File: src/rtl/alu_control_unit_if.sv
// Bundle between the sequencer and the program ROM / ALU datapath.
// The master side is the sequencer; the slave side is ROM plus datapath.
interface alu_control_unit_if #(parameter int PC_W = 8);
    logic [7:0]      inst_data;
    logic            alu_cout;
    logic            alu_zout;
    logic [PC_W-1:0] pc;
    logic [1:0]      alu_sel;
    logic [1:0]      load_shift;
    logic            a_src;
    logic [3:0]      reg_addr;
    logic            acc_we;
    logic            reg_we;
    logic            c_flag;
    logic            z_flag;
    logic            halted;
    logic            illegal_op;

    modport master (
        input  inst_data, alu_cout, alu_zout,
        output pc, alu_sel, load_shift, a_src, reg_addr,
               acc_we, reg_we, c_flag, z_flag, halted, illegal_op
    );

    modport slave (
        output inst_data, alu_cout, alu_zout,
        input  pc, alu_sel, load_shift, a_src, reg_addr,
               acc_we, reg_we, c_flag, z_flag, halted, illegal_op
    );
endinterface

File: src/rtl/alu_control_unit.sv
// Fetch/decode/execute sequencer for the 8-bit micro.
// All ALU controls and strobes are registered and only non-idle in EXEC.
module alu_control_unit #(
    parameter int              PC_W     = 8,
    parameter logic [PC_W-1:0] RESET_PC = '0
) (
    input  logic                clk,
    input  logic                rst_n,
    alu_control_unit_if.master  bus
);
    typedef enum logic [2:0] {
        S_FETCH, S_DECODE, S_OPERAND, S_EXEC, S_HALT
    } state_t;

    localparam logic [PC_W-1:0] PC_ONE = PC_W'(1);

    localparam logic [3:0] OP_LDA = 4'h1;
    localparam logic [3:0] OP_STA = 4'h2;
    localparam logic [3:0] OP_ADD = 4'h3;
    localparam logic [3:0] OP_SUB = 4'h4;
    localparam logic [3:0] OP_NOR = 4'h5;
    localparam logic [3:0] OP_SHL = 4'h6;
    localparam logic [3:0] OP_SHR = 4'h7;
    localparam logic [3:0] OP_JMP = 4'h8;
    localparam logic [3:0] OP_JZ  = 4'h9;
    localparam logic [3:0] OP_JC  = 4'hA;
    localparam logic [3:0] OP_HLT = 4'hF;

    state_t          state_q, state_d;
    logic [PC_W-1:0] pc_q, pc_d;
    logic [7:0]      ir_q, ir_d;
    logic [7:0]      tgt_q, tgt_d;
    logic            c_q, c_d, z_q, z_d;
    logic [1:0]      alu_sel_q, alu_sel_d;
    logic [1:0]      load_shift_q, load_shift_d;
    logic            a_src_q, a_src_d;
    logic [3:0]      reg_addr_q, reg_addr_d;
    logic            acc_we_q, acc_we_d;
    logic            reg_we_q, reg_we_d;
    logic            halted_q, halted_d;
    logic            illegal_q, illegal_d;
    logic [3:0]      op;

    assign op = ir_q[7:4];

    always_comb begin
        state_d      = state_q;
        pc_d         = pc_q;
        ir_d         = ir_q;
        tgt_d        = tgt_q;
        c_d          = c_q;
        z_d          = z_q;
        reg_addr_d   = reg_addr_q;
        halted_d     = halted_q;
        alu_sel_d    = 2'b00;
        load_shift_d = 2'b00;
        a_src_d      = 1'b0;
        acc_we_d     = 1'b0;
        reg_we_d     = 1'b0;
        illegal_d    = 1'b0;

        case (state_q)
            S_FETCH: begin
                ir_d    = bus.inst_data;
                pc_d    = pc_q + PC_ONE;
                state_d = S_DECODE;
            end
            S_DECODE: begin
                reg_addr_d = ir_q[3:0];
                state_d    = S_EXEC;
                // Controls are loaded here so they are flop outputs during EXEC.
                case (op)
                    OP_LDA: begin a_src_d = 1'b1; load_shift_d = 2'b10; acc_we_d = 1'b1; end
                    OP_STA: reg_we_d = 1'b1;
                    OP_ADD: begin alu_sel_d = 2'b10; acc_we_d = 1'b1; end
                    OP_SUB: begin alu_sel_d = 2'b11; acc_we_d = 1'b1; end
                    OP_NOR: begin alu_sel_d = 2'b01; acc_we_d = 1'b1; end
                    OP_SHL: begin load_shift_d = 2'b01; acc_we_d = 1'b1; end
                    OP_SHR: begin load_shift_d = 2'b11; acc_we_d = 1'b1; end
                    OP_JMP, OP_JZ, OP_JC: state_d = S_OPERAND;
                    4'hB, 4'hC, 4'hD, 4'hE: illegal_d = 1'b1;
                    default: ;
                endcase
            end
            S_OPERAND: begin
                tgt_d   = bus.inst_data;
                pc_d    = pc_q + PC_ONE;
                state_d = S_EXEC;
            end
            S_EXEC: begin
                state_d = S_FETCH;
                case (op)
                    OP_LDA, OP_ADD, OP_SUB: begin
                        c_d = bus.alu_cout;
                        z_d = bus.alu_zout;
                    end
                    OP_NOR, OP_SHL, OP_SHR: begin
                        c_d = 1'b0;
                        z_d = bus.alu_zout;
                    end
                    OP_JMP: pc_d = PC_W'(tgt_q);
                    OP_JZ:  if (z_q) pc_d = PC_W'(tgt_q);
                    OP_JC:  if (c_q) pc_d = PC_W'(tgt_q);
                    OP_HLT: begin
                        state_d  = S_HALT;
                        halted_d = 1'b1;
                    end
                    default: ;
                endcase
            end
            S_HALT: state_d = S_HALT;
            default: state_d = S_FETCH;
        endcase
    end

    always_ff @(posedge clk) begin
        if (!rst_n) begin
            state_q      <= S_FETCH;
            pc_q         <= RESET_PC;
            ir_q         <= 8'h00;
            tgt_q        <= 8'h00;
            c_q          <= 1'b0;
            z_q          <= 1'b0;
            alu_sel_q    <= 2'b00;
            load_shift_q <= 2'b00;
            a_src_q      <= 1'b0;
            reg_addr_q   <= 4'h0;
            acc_we_q     <= 1'b0;
            reg_we_q     <= 1'b0;
            halted_q     <= 1'b0;
            illegal_q    <= 1'b0;
        end else begin
            state_q      <= state_d;
            pc_q         <= pc_d;
            ir_q         <= ir_d;
            tgt_q        <= tgt_d;
            c_q          <= c_d;
            z_q          <= z_d;
            alu_sel_q    <= alu_sel_d;
            load_shift_q <= load_shift_d;
            a_src_q      <= a_src_d;
            reg_addr_q   <= reg_addr_d;
            acc_we_q     <= acc_we_d;
            reg_we_q     <= reg_we_d;
            halted_q     <= halted_d;
            illegal_q    <= illegal_d;
        end
    end

    assign bus.pc         = pc_q;
    assign bus.alu_sel    = alu_sel_q;
    assign bus.load_shift = load_shift_q;
    assign bus.a_src      = a_src_q;
    assign bus.reg_addr   = reg_addr_q;
    assign bus.acc_we     = acc_we_q;
    assign bus.reg_we     = reg_we_q;
    assign bus.c_flag     = c_q;
    assign bus.z_flag     = z_q;
    assign bus.halted     = halted_q;
    assign bus.illegal_op = illegal_q;
endmodule

File: src/flat_wrapper.sv
// flat-port wrapper written by rule: the top's interface ports become plain ports
module alu_control_unit_flat 
#(
    parameter int              PC_W     = 8,
    parameter logic [PC_W-1:0] RESET_PC = '0
)
  (clk, rst_n, bus_inst_data, bus_alu_cout, bus_alu_zout, bus_pc, bus_alu_sel, bus_load_shift, bus_a_src, bus_reg_addr, bus_acc_we, bus_reg_we, bus_c_flag, bus_z_flag, bus_halted, bus_illegal_op);
  alu_control_unit_if #(.PC_W(PC_W)) bus_i ();
  input  logic clk;
  input  logic rst_n;
  input wire logic [$bits(bus_i.inst_data)-1:0] bus_inst_data;
  input wire logic [$bits(bus_i.alu_cout)-1:0] bus_alu_cout;
  input wire logic [$bits(bus_i.alu_zout)-1:0] bus_alu_zout;
  output wire logic [$bits(bus_i.pc)-1:0] bus_pc;
  output wire logic [$bits(bus_i.alu_sel)-1:0] bus_alu_sel;
  output wire logic [$bits(bus_i.load_shift)-1:0] bus_load_shift;
  output wire logic [$bits(bus_i.a_src)-1:0] bus_a_src;
  output wire logic [$bits(bus_i.reg_addr)-1:0] bus_reg_addr;
  output wire logic [$bits(bus_i.acc_we)-1:0] bus_acc_we;
  output wire logic [$bits(bus_i.reg_we)-1:0] bus_reg_we;
  output wire logic [$bits(bus_i.c_flag)-1:0] bus_c_flag;
  output wire logic [$bits(bus_i.z_flag)-1:0] bus_z_flag;
  output wire logic [$bits(bus_i.halted)-1:0] bus_halted;
  output wire logic [$bits(bus_i.illegal_op)-1:0] bus_illegal_op;
  assign bus_i.inst_data = bus_inst_data;
  assign bus_i.alu_cout = bus_alu_cout;
  assign bus_i.alu_zout = bus_alu_zout;
  assign bus_pc = bus_i.pc;
  assign bus_alu_sel = bus_i.alu_sel;
  assign bus_load_shift = bus_i.load_shift;
  assign bus_a_src = bus_i.a_src;
  assign bus_reg_addr = bus_i.reg_addr;
  assign bus_acc_we = bus_i.acc_we;
  assign bus_reg_we = bus_i.reg_we;
  assign bus_c_flag = bus_i.c_flag;
  assign bus_z_flag = bus_i.z_flag;
  assign bus_halted = bus_i.halted;
  assign bus_illegal_op = bus_i.illegal_op;
  alu_control_unit #(.PC_W(PC_W), .RESET_PC(RESET_PC)) u_core (.clk(clk), .rst_n(rst_n), .bus(bus_i));
endmodule
File: config.mk
export PLATFORM = sky130hd
export DESIGN_NAME = alu_control_unit_flat
export DESIGN_NICKNAME = d
export VERILOG_FILES = /design/src/rtl/alu_control_unit_if.sv /design/src/rtl/alu_control_unit.sv /design/src/flat_wrapper.sv
export SDC_FILE = /design/constraint.sdc
export NUM_CORES = 1
export LEC_CHECK = 0
export ABC_AREA = 1
export CORE_MARGIN = 5
export CORE_UTILIZATION = 53
export CTS_BUF_LIST = sky130_fd_sc_hd__clkbuf_8
export DETAILED_ROUTE_END_ITERATION = 10
export PLACE_DENSITY = 0.93
export SLEW_MARGIN = 20
export SYNTH_ARGS = -nofsm -noshare
export SYNTH_HDL_FRONTEND = slang
export SYNTH_SLANG_ARGS = --single-unit
File: constraint.sdc
create_clock -name clk -period 1.7 [get_ports clk]
set_clock_uncertainty 0.2 [all_clocks]
set_input_delay 0.51 -clock clk [delete_from_list [all_inputs] [get_ports clk]]
set_output_delay 0.51 -clock clk [all_outputs]
set_load 0.02 [all_outputs]
## Word-level counts from Yosys, hierarchy flattened

Index checks and enable logic that the tools add are counted.

| storage, ports and cells | value |
|---|---|
| register bits | 42 |
| logic and storage cells | 65 |

| cells by class | value |
|---|---|
| add/subtract/negate cells | 1 |
| eq/ne operators | 22 |
| muxes and demuxes | 14 |
| reductions and logical operators | 14 |

Operators by type and width:

| cell | count |
|---|---|
| $eq A4 B4 Y1 const B | 8 |
| $pmux W8 S3 | 1 |
| $eq A4 B3 Y1 const B | 4 |
| $mux W8 | 2 |
| $pmux W8 S2 | 1 |
| $pmux W3 S5 | 1 |
| $pmux W2 S3 | 2 |
| $reduce_or A3 Y1 | 3 |
| $add A8 B1 Y8 const B | 1 |
| $eq A4 B2 Y1 const B | 2 |
| $reduce_and A2 Y1 | 4 |
| $eq A3 B2 Y1 const B | 2 |
| $ne A3 B2 Y1 const B | 2 |
| $reduce_or A6 Y1 | 1 |
| $mux W1 | 5 |
| $eq A4 B1 Y1 const B | 1 |
| $ne A4 B3 Y1 const B | 1 |
| $reduce_and A4 Y1 | 1 |
| $reduce_bool A2 Y1 | 2 |
| $reduce_or A4 Y1 | 1 |
| $eq A3 B1 Y1 const B | 1 |
| $eq A3 B3 Y1 const B | 1 |
| $logic_not A3 Y1 | 1 |
| $mux W3 | 1 |
| 2 further kinds | 2 |

## Longest topological paths before layout

| depth | value |
|---|---|
| depth after elaboration | 4 |
| mapped depth | 10 |
| depth with buffers taken out | 9 |

## Worst setup path after synthesis

Ideal clock, no wire load.

| timing | value |
|---|---|
| path kind | register to register |
| start point | reg u_core.pc_q[1] (netlist: u_core.bus.pc[1]) |
| end point | reg u_core.pc_q[4] (netlist: u_core.bus.pc[4]) |
| arrival | 1.193 ns |
| required time | 1.387 ns |
| slack | 0.193 ns |
| stages on the path, launching flop included | 9 |
| path buffers | 0 |
| period minus slack after synthesis | 1.507 ns |
| cells stage by stage | dfxtp_1 ha_1 nand2_1 o21ai_0 nand3_1 o21ai_0 nand2_1 inv_1 nor2_1 |

| between the ends | value |
|---|---|
| longest elaborated chain between the ends | 2 |

RTL lines:

| what | RTL line | RTL |
|---|---|---|
| start, declared | alu_control_unit.sv:30 | `logic [PC_W-1:0] pc_q, pc_d;` |
| start signal, assigned | alu_control_unit.sv:134 | `pc_q <= pc_d;` |
| $add A8 B1 Y8 | alu_control_unit.sv:65, alu_control_unit.sv:87 |  |
| $pmux W8 S2 | alu_control_unit.sv:62 | `case (state_q)` |

Every way passes these cells.
A chain may end at the register's enable or synchronous reset.

## Final worst setup path

| timing | value |
|---|---|
| start point | reg u_core.pc_q[2] (netlist: u_core.bus.pc[2]) |
| end point | out bus_pc[2] |

RTL lines:

| what | RTL line | RTL |
|---|---|---|
| end, declared | flat_wrapper.sv:14 | `output wire logic [$bits(bus_i.pc)-1:0] bus_pc;` |

No word-level cell between the ends.

==> impl_table.tex <==
\begin{tabular}{lr}
\hline
Metric & Value \\
\hline
\multicolumn{2}{l}{\textbf{Logic synthesis}} \\
\quad Syn nets & 256 \\
\quad Number of warnings reported in the yosys synthesis log & 0 \\
\quad Avg Cell Area, Syn & 7.353 um2 \\
\quad Top area cells in the synthesized netlist & sky130\_fd\_sc\_hd\_\_dfxtp\_1, sky130\_fd\_sc\_hd\_\_nor2\_1, sky130\_fd\_sc\_hd\_\_o21ai\_0 \\
\quad Post-synthesis mux area share & 0\% \\
\quad Mapped cell area & 0.001787 mm2 \\
\quad Complex-gate fraction of the synthesized area & 16.32\% \\
\quad Share of async-settable or async-resettable flops after synthesis & 0\% \\
\quad Cell type with the highest aggregate area in the netlist & sky130\_fd\_sc\_hd\_\_dfxtp\_1 \\
\quad Most used standard cell by instance count after synthesis & sky130\_fd\_sc\_hd\_\_nor2\_1 \\
\quad Adder-cell share of the synthesized area & 0.7003\% \\
\quad Synth top area share & 47.06\% \\
\quad Number of synthesized register bits & 42 \\
\quad Number of synthesized flops with an enable pin & 0 \\
\quad Number of standard cells after synthesis & 243 \\
\quad Simple logic cell fraction of the synthesized area & 26.96\% \\
\quad Main combinational cell family by area after synthesis & simple AND/OR/NAND/NOR gates \\
\quad Ys flop type & sky130\_fd\_sc\_hd\_\_dfxtp\_1 \\
\quad Proportion of synthesized chip area in sequential cells & 47.06\% \\
\quad Parity-gate share of the synthesized area counting xor and xnor cells & 0.4902\% \\
\quad Ranking of synthesized cells by instance count & sky130\_fd\_sc\_hd\_\_nor2\_1, sky130\_fd\_sc\_hd\_\_dfxtp\_1, sky130\_fd\_sc\_hd\_\_nand2\_1 \\
\quad Synth cell types & 31 \\
\multicolumn{2}{l}{\textbf{Die}} \\
\quad Num rows & 21 \\
\quad Die area & 0.004632 mm2 \\
\quad CORE AREA & 0.003311 mm2 \\
\quad Die boundary height & 68.06 um \\
\quad Starting density of the core & 53.97\% \\
\quad Die Wd & 68.06 um \\
\quad Top-level I/O count & 35 \\
\multicolumn{2}{l}{\textbf{Worst hold path}} \\
\quad Hold Crit Start & u\_core.bus.halted \\
\quad Class of the most critical hold timing path & flop to flop \\
\multicolumn{2}{l}{\textbf{CTS}} \\
\quad Total clock sinks & 42 \\
\quad Clock Pin Slew Worst Setup and Hold Paths & 80 ps \\
\quad Cell chosen for the clock root & sky130\_fd\_sc\_hd\_\_clkbuf\_8 \\
\quad Clock network latency to the later pin of the worst-skew pair & 300 ps \\
\quad CTS tree & built \\
\quad Max Buffers Root-to-Sink & 2 \\
\quad Total clock buffers created by CTS & 5 \\
\quad Maximum level of the CTS H-tree & 2 \\
\multicolumn{2}{l}{\textbf{Worst setup path}} \\
\quad Worst path required time & 990 ps \\
\quad Launching element type of the critical path & flop \\
\quad Endpoint type of the worst setup path & output port \\
\quad Worst-path maximum fanout & 2 \\
\quad Kind of critical path & flop to output port \\
\quad Data arrival time of the critical path & 950 ps \\
\quad Worst r2r src & u\_core.ir\_q[5] \\
\quad Critical Path, Cell by Cell & dlygate4sd2\_1 \\
\quad Flop-to-flop setup slack & 100 ps \\
\quad Crit-path slowest cell & sky130\_fd\_sc\_hd\_\_dfxtp\_1 \\
\quad FF-to-FF path depth & 9 \\
\quad Setup crit start & u\_core.bus.pc[2] \\
\quad Termination of the worst setup path & bus\_pc[2] \\
\quad Depth of the critical timing path with buffers and inverters included & 1 \\
\quad Top delay family on crit path & flip-flops \\
\quad Longest individual stage delay on the worst path & 330 ps \\
\quad Worst Path Buf+Inv & 1 \\
\quad FF-to-FF End & u\_core.bus.pc[1] \\
\multicolumn{2}{l}{\textbf{Layout}} \\
\quad Number of fillers in the final layout & 262 \\
\quad Antenna cells & 0 \\
\quad Post-route cell area & 0.002364 mm2 \\
\quad Net count of the finished layout & 306 \\
\quad Fraction of layout cells with a size suffix above 1 & 13.65\% \\
\quad Layout overhead on the synthesized area & 32.28\% \\
\quad Util after Layout & 71.39\% \\
\multicolumn{2}{l}{\textbf{Power and ir drop}} \\
\quad Power density over cell area & 1021 mW/mm2 \\
\quad Reported leakage power & 1.041 nW \\
\quad Max VDD drop & 796.3 uV \\
\multicolumn{2}{l}{\textbf{GRT}} \\
\quad Overflow left after global routing & 0 \\
\quad GRT Resource Usage Total & 20.83\% \\
\quad Number of antenna violations at the first check in global routing & 0 \\
\quad Wire length of the first global-routing pass & 7.300 mm \\
\quad Largest net degree at the start of global routing & 16 \\
\quad Number of global-route vias before repair & 1766 \\
\multicolumn{2}{l}{\textbf{STA}} \\
\quad Worst Hold Margin & 251.3 ps \\
\quad Final min period & 1662 ps \\
\quad RSZ-0062 raised after global routing & no \\
\quad Number of hold-slack violations in the final timing report & 0 \\
\quad Final count of pins violating max slew & 0 \\
\quad Crit share post-route & 97.78\% \\
\quad Max Freq & 0.6016 GHz \\
\quad Worst slew margin relative to its limit & 69.86\% \\
\quad Worst Tran Pin Value & 451.0 ps \\
\quad Final setup slack of the worst path & 37.78 ps \\
\quad Number of setup violations in the final report & 0 \\
\multicolumn{2}{l}{\textbf{Placement}} \\
\quad Worst Setup Slack post-DPL & -151.7 ps \\
\quad Gp weighted congestion & 0.9134 \\
\quad PortBufs & 34 \\
\quad Total placed instance area & 0.002266 mm2 \\
\quad Total half-perimeter wirelength after legalization and detailed placement & 3.100 mm \\
\multicolumn{2}{l}{\textbf{Detailed routing}} \\
\quad Post-detailed-route DRC marker count & 0 \\
\quad Total via count in the routed design & 1768 \\
\quad Post-Route WL & 4.263 mm \\
\quad Routed wire per std cell & 12.58 um \\
\quad Number of DRC violations after detailed-routing iteration 0 & 129 \\
\quad Final ANT Viol Nets & 0 \\
\quad Via density & 5.215 \\
\quad Number of search-and-repair iterations in the first detailed-routing pass & 4 \\
\multicolumn{2}{l}{\textbf{Run status}} \\
\quad Status & complete, no violations \\
\multicolumn{2}{l}{\textbf{Run}} \\
\quad Number of violations of the max-capacitance limit & 0 \\
\hline
\end{tabular}
-- metal layers --
metal	wire, um	track usage (%)	part of all wire (%)	up-vias
met5	0	0	0	-
met4	78	9.181	1.8	0
met3	256	6.240	6.0	9
met2	2244	37.91	53	67
met1	1684	21.90	40	804
li1	-	-	-	888
-- repair_timing --
action / in CTS / in global routing
hold endpoints to repair: 0 / 0
endpoints found under the setup margin: 23 / 20
gates resized for setup: 24 / 17
hold buffers: 0 / 0
pin swaps: 0 / 1
setup buffers: 0 / 0
-- power by group --
group,total [mW],switching [mW],internal (mW)
clock network,0.798,0.328,0.470
registers,1.11,0.0463,1.06
logic,0.508,0.306,0.201
-- worst min-delay path, delay by kind of cell (launching register included) --
family / cells / cell delay [ps]
flops: 1 / 310
compound gates: 1 / 50
buf+inv: 1 / 50
-- per-stage QoR --
stage | TNS [ps] | std cells | power [mW]
detailed placement | -1875 | 332 | 1.646
finish | 0 | 339 | 2.414
floorplan | 0 | 243 | 1.441
global route | 0 | 339 | 2.524
global placement | -1163 | 332 | 1.626
CTS | 0 | 339 | 2.408
-- sequential cells by signal (all words and copies together), names as in the netlist, 2 cells and up --
name,count
u_core.bus.pc,8
u_core.ir_q,8
u_core.tgt_q,8
u_core.bus.reg_addr,4
u_core.state_q,3
u_core.bus.alu_sel,2
u_core.bus.load_shift,2
-- final cells by class --
cell class	instances	area (um2)	area share, %
inverter	28	105.1	4.447
multi-input combinational	165	794.5	33.62
sequential	42	842.1	35.63
clock inverter	1	30.03	1.271
clock buffer	6	82.58	3.494
tap	46	57.56	2.435
timing repair buffer	51	451.7	19.11
-- kinds of logic (layout without fill, tap and decap cells) --
group,Yosys count,in the layout
flip-flops,42,42
buffers and inverters,36,86
adder cells (fa/ha/maj),1,1
AO/OA/AOI/OAI,56,56
XOR/XNOR,1,1
AND/OR/NAND/NOR,107,107
-- how the worst min path moves through the flow --
stage / depth (start not counted) / end
6_report: 2 / u_core.bus.halted
4_1_cts: 2 / u_core.bus.halted
5_1_grt: 2 / u_core.tgt_q[2]
2_1_floorplan: 2 / u_core.tgt_q[1]
3_3_place_gp: 2 / u_core.tgt_q[0]
3_5_place_dp: 2 / u_core.bus.halted
-- layout by cell type (no fill, tap or decap), types with 3 or more instances in the layout --
master / n
sky130_fd_sc_hd__clkbuf_8: 6
sky130_fd_sc_hd__nand2_2: 3
sky130_fd_sc_hd__buf_4: 17
sky130_fd_sc_hd__o21ai_1: 7
sky130_fd_sc_hd__nor3_1: 4
sky130_fd_sc_hd__o21ai_0: 24
sky130_fd_sc_hd__nand3_1: 13
sky130_fd_sc_hd__dfxtp_1: 41
sky130_fd_sc_hd__clkdlybuf4s15_1: 13
sky130_fd_sc_hd__nor2_1: 45
sky130_fd_sc_hd__a21oi_1: 21
sky130_fd_sc_hd__clkdlybuf4s50_1: 11
sky130_fd_sc_hd__dlygate4sd2_1: 9
sky130_fd_sc_hd__nand2_1: 31
sky130_fd_sc_hd__inv_1: 24
(Power assumes the default switching activity.)
